`src/rtl/uart_rx_ctrl.sv`:
```
// uart_rx_ctrl: UART receive sequencer. Synchronises the serial line, detects
// the start bit, enables the shared baud counter while a frame is in flight,
// samples each bit on the counter's mid-bit strobe and presents the frame on a
// valid/ready interface with framing, parity and overrun status.
module uart_rx_ctrl #(
  parameter int DATA_BITS  = 8,
  parameter int PARITY_EN  = 0,
  parameter int PARITY_ODD = 0
) (
  input  logic                 i_clk,
  input  logic                 i_rst_n,
  input  logic                 i_rx,
  input  logic                 i_read_en,
  input  logic                 i_of_clk,
  output logic                 o_cnt_en,
  output logic [DATA_BITS-1:0] o_data,
  output logic                 o_valid,
  input  logic                 i_ready,
  output logic                 o_frame_err,
  output logic                 o_parity_err,
  output logic                 o_overrun,
  output logic                 o_busy
);

  localparam int             IDX_W       = $clog2(DATA_BITS);
  localparam logic [IDX_W-1:0] LAST_IDX  = IDX_W'(DATA_BITS - 1);
  localparam logic           PAR_ODD_BIT = (PARITY_ODD != 0);
  localparam logic           HAS_PARITY  = (PARITY_EN != 0);

  typedef enum logic [2:0] {
    IDLE   = 3'd0,
    START  = 3'd1,
    DATA   = 3'd2,
    PARITY = 3'd3,
    STOP   = 3'd4
  } state_t;

  state_t                 state;
  state_t                 state_nxt;
  logic                   rx_meta;
  logic                   rx_s;
  logic                   rx_d;
  logic [IDX_W-1:0]       bit_idx;
  logic [DATA_BITS-1:0]   shreg;
  logic                   acc;
  logic                   par_err;
  logic                   read_stb;
  logic                   start_edge;
  logic                   deliver;
  logic                   take;

  // Received parity bit against the running data parity; 1 means mismatch.
  function automatic logic parity_error(input logic acc_in, input logic bit_in);
    return acc_in ^ bit_in ^ PAR_ODD_BIT;
  endfunction

  // The end-of-bit strobe wins if both strobes ever land in one cycle.
  assign read_stb   = i_read_en & ~i_of_clk;
  assign start_edge = rx_d & ~rx_s;
  assign deliver    = (state == STOP) & read_stb;
  assign take       = ~o_valid | i_ready;

  // Two-flop synchroniser plus one delay flop for falling-edge detection.
  always_ff @(posedge i_clk) begin
    if (!i_rst_n) begin
      rx_meta <= 1'b1;
      rx_s    <= 1'b1;
      rx_d    <= 1'b1;
    end else begin
      rx_meta <= i_rx;
      rx_s    <= rx_meta;
      rx_d    <= rx_s;
    end
  end

  // State register.
  always_ff @(posedge i_clk) begin
    if (!i_rst_n) state <= IDLE;
    else          state <= state_nxt;
  end

  // Next-state logic; STOP returns to IDLE on the mid-bit strobe so a
  // back-to-back start bit half a bit later is still caught.
  always_comb begin
    state_nxt = state;
    unique case (state)
      IDLE:   if (start_edge) state_nxt = START;
      START: begin
        if (i_of_clk)               state_nxt = DATA;
        else if (i_read_en && rx_s) state_nxt = IDLE;
      end
      DATA:   if (i_of_clk && (bit_idx == LAST_IDX))
                state_nxt = HAS_PARITY ? PARITY : STOP;
      PARITY: if (i_of_clk) state_nxt = STOP;
      STOP:   if (read_stb) state_nxt = IDLE;
      default: state_nxt = IDLE;
    endcase
  end

  // Counter enable and busy are a plain decode of the state register.
  always_comb begin
    o_cnt_en = (state != IDLE);
    o_busy   = (state != IDLE);
  end

  // Bit counter, shift register and parity accumulator for the frame in flight.
  always_ff @(posedge i_clk) begin
    if (!i_rst_n) begin
      bit_idx <= '0;
      shreg   <= '0;
      acc     <= 1'b0;
      par_err <= 1'b0;
    end else begin
      if (state == START && i_of_clk) begin
        bit_idx <= '0;
        shreg   <= '0;
        acc     <= 1'b0;
        par_err <= 1'b0;
      end
      if (state == DATA) begin
        if (i_of_clk) begin
          if (bit_idx != LAST_IDX) bit_idx <= bit_idx + 1'b1;
        end else if (i_read_en) begin
          shreg <= {rx_s, shreg[DATA_BITS-1:1]};
          acc   <= acc ^ rx_s;
        end
      end
      if (state == PARITY && read_stb) par_err <= parity_error(acc, rx_s);
    end
  end

  // Output frame register: load on delivery when the slot is free or being
  // drained this cycle, otherwise drop the new frame and flag overrun.
  always_ff @(posedge i_clk) begin
    if (!i_rst_n) begin
      o_data       <= '0;
      o_valid      <= 1'b0;
      o_frame_err  <= 1'b0;
      o_parity_err <= 1'b0;
      o_overrun    <= 1'b0;
    end else begin
      o_overrun <= 1'b0;
      if (deliver) begin
        if (take) begin
          o_data       <= shreg;
          o_frame_err  <= ~rx_s;
          o_parity_err <= HAS_PARITY & par_err;
          o_valid      <= 1'b1;
        end else begin
          o_overrun <= 1'b1;
        end
      end else if (o_valid && i_ready) begin
        o_valid <= 1'b0;
      end
    end
  end

endmodule
```
`config.mk`:
```
export PLATFORM = sky130hd
export DESIGN_NAME = uart_rx_ctrl
export DESIGN_NICKNAME = d
export VERILOG_FILES = /design/src/rtl/uart_rx_ctrl.sv
export SDC_FILE = /design/constraint.sdc
export NUM_CORES = 1
export LEC_CHECK = 0
export ABC_AREA = 1
export ABC_CLOCK_PERIOD_IN_PS = 1500
export CAP_MARGIN = 10
export CORE_MARGIN = 4
export CORE_UTILIZATION = 50
export CTS_BUF_LIST = sky130_fd_sc_hd__clkbuf_4 sky130_fd_sc_hd__clkbuf_8
export DETAILED_ROUTE_END_ITERATION = 6
export PLACE_DENSITY = 0.76
export RECOVER_POWER = 100
export SETUP_SLACK_MARGIN = 0.1
export SYNTH_ARGS = -nofsm -noshare
export SYNTH_HDL_FRONTEND = slang
export SYNTH_SLANG_ARGS = --single-unit
```
`constraint.sdc`:
```
create_clock -name i_clk -period 1.5 [get_ports i_clk]
set_input_delay 0.375 -clock i_clk [delete_from_list [all_inputs] [get_ports i_clk]]
set_output_delay 0.375 -clock i_clk [all_outputs]
set_load 0.01 [all_outputs]
```
==> run_results.csv <==
group,metric,value,unit
place,place_congestion,0.807,
global_route,grt_max_degree,24,
die,std_cell_rows,17,
yosys,synth_xor_area_frac,0,
critical_path,cp_slowest_cell,"clkdlybuf4s50_1",
timing,max_freq,731,MHz
yosys,synth_cell_type_count,26,
finish,final_cell_mix,"23 x nand2_1, 22 x dfxtp_1, 20 x nor2_1",
place,post_dp_cell_area,1470,um2
pwr,netSwitchingFraction,0.322,
critical_path,crit_buf_inv,4,
yosys,ys_warn_count,0,
clock_tree,cts_buffers,3,
pwr,combPwrFrac,0.316,
global_route,first_global_vias,1004,
detailed_routing,vias,1040,
pwr,p_clk_frac,0.177,
detailed_routing,drc,0,
pwr,netSwitchingPower,534,uW
yosys,yosys.area_share.simple,0.252,
timing,finalSetupViolations,0,
clock_tree,tritoncts,"built",
timing,skew,0.00352,ns
yosys,syn_nets,154,
yosys,ys_ff_latch,28,
timing,hold_slack,0.433,ns
die,dieArea,3230,um2
finish,drive_above_1_share,0.278,
clock_tree,clk_latency,0.32,ns
critical_path,cp.arrival,1.64,ns
pwr,ir_drop,0.000627,V
detailed_routing,postRouteAntennaNets,0,
critical_path,crit_chain,"clkdlybuf4s50_1 > inv_1 > nand2_1 > inv_2 > nand3_4 > nor2_4 > buf_4 > o21ai_0 > nor2_1",
detailed_routing,wl,2560,um
pwr,pwr-share-seq,0.507,
yosys,synth_fa_ha_area_frac,0.0210,
detailed_routing,drt_pre_antenna_iters,4,
yosys,netlist_area,1190,um2
critical_path,endpoint_kind,"register",
detailed_routing,routedWlPerCell,12.6,um
timing,post-route-period-util,0.913,
place,dp_hpwl,1880,um
timing,rsz0062_at_grt,"yes",
finish,antenna_cells,0,
global_route,antenna_found_initial,0,
yosys,synth_compound_area_frac,0.172,
detailed_routing,vias_per_cell,5.10,
pwr,powerDensity,1110,nW/um2
yosys,synth_seq_area_share,0.470,
die,die_h,56.9,um
place,port_buffers,18,
yosys,synth_top_family_by_area,"simple AND/OR/NAND/NOR gates",
critical_path,start_kind,"input port",
critical_path,critPathKind,"in2reg",
timing,finalMaxSlewViolations,0,
timing,layout_min_cycle_time,1.37,ns
die,ios,20,
die,start_util,0.534,
global_route,grt_pass1_wl,4280,um
critical_path,critPathMaxStageDelay,0.43,ns
status,status,"completed",
pwr,p_leak,0.000696,uW
yosys,syn_inst,146,
critical_path,cp.required,1.77,ns
finish,final_common_cell,"nand2_1",
global_route,grtUsageTotal,0.169,
die,dieWidth,56.9,um
yosys,syn_area_per_cell,8.18,um2
clock_tree,clk_pin_slew,0.13,ns
critical_path,cp_top_family,"buffers and inverters",
finish,fin_area,1490,um2
critical_path,worst-path-max-fanout,4,
min_path,min_path_type,"reg2reg",
timing,hold_viol,0,
global_route,grt-ovfl-total,0,
finish,syn2layout_area_growth,24.8,%
finish,final_nets,186,
clock_tree,cts_htree_levels,1,
run,max_cap_viol_count,0,
die,core,2230,um2
clock_tree,cts_sinks,28,
clock_tree,cts-root-buf,"clkbuf_4",
clock_tree,cts_max_path_buffers,2,
pwr,power.internal,1120,uW
detailed_routing,drtIter0Drc,20,
yosys,synth_mux_area_frac,0,
[cell families (layout without fill, tap and decap cells)]
group | after synthesis | count (layout)
simple gates | 62 | 62
compound gates | 35 | 35
flops | 28 | 28
buf+inv | 18 | 48
fa+ha+maj | 2 | 2
other cells | 1 | 1
[power by group through the flow]
| stage | clock [uW] | combinational [uW] | sequential (uW) |
|---|---|---|---|
| 2_1_floorplan | 0 | 300 | 867 |
| 3_3_place_gp | 0 | 506 | 851 |
| 3_5_place_dp | 0 | 524 | 853 |
| 4_1_cts | 309 | 519 | 841 |
| 5_1_grt | 336 | 577 | 848 |
| 6_report | 294 | 523 | 841 |
[cell type report]
class / instances / area, um2
fill: 204 / 743
sequential: 28 / 568
multi-input combinational: 100 / 546
timing repair buffer: 34 / 278
inverter: 11 / 41.3
tap: 28 / 35.0
clock buffer: 3 / 22.5
[per-layer routing]
| metal | vias to the layer above | routed length [um] | GRT usage |
|---|---|---|---|
| met5 | - | 0 | 0 |
| met4 | 0 | 51 | 0.0927 |
| met2 | 26 | 1320 | 0.290 |
| met1 | 471 | 1100 | 0.197 |
| met3 | 6 | 94 | 0.0276 |
| li1 | 537 | - | - |
[Yosys cell counts (all sizes together)]
cell,n,area share
ha,2,0.021
nor2,23,0.089
nand4,1,0.0052
o21ai,20,0.11
or2,2,0.010
nor3,2,0.013
nand2,26,0.090
nand3,8,0.044
buf,6,0.045
dfxtp,28,0.47
inv,11,0.035
conb,1,0.0031
a21oi,15,0.066
clkbuf,1,0.0031
[metrics by stage]
stage                      util  worst slack [ns]  cells  total power [uW]  TNS [ns]
after global placement    0.658            -0.110    199              1360    -0.904
after global routing      0.667            0.0389    204              1760         0
after detailed placement  0.658            -0.196    199              1380     -1.65
final                     0.667             0.131    204              1660         0
after CTS                 0.668            0.0172    202              1670         0
after floorplan               -             0.177    146              1170         0
[path summary, 6_finish.rpt]
kind	slack, ns	cells after the start	start	end
setup / recovery	0.13	9	i_of_clk	o_data[3]$_SDFFE_PN0P_
hold / removal	0.43	1	rx_meta$_SDFF_PN1_	rx_s$_SDFF_PN1_
setup reg to reg	0.16	6	bit_idx[0]$_SDFF_PN0_	bit_idx[1]$_SDFF_PN0_
hold reg to reg	0.43	1	rx_meta$_SDFF_PN1_	rx_s$_SDFF_PN1_
[state kept, by name (all words and copies together) (netlist names)]
register and cells:
o_frame_err 1, rx_meta 1, o_data 8, rx_d 1, state 3, o_valid 1, shreg 8, o_overrun 1
bit_idx 3, rx_s 1
[repair_timing]
item	in CTS	in global routing
resized for setup	27	13
hold buffers	0	0
setup endpoints to repair	16	14
pin swaps	3	4
buffers inserted	0	2
Power figures use the tool's default switching activity.
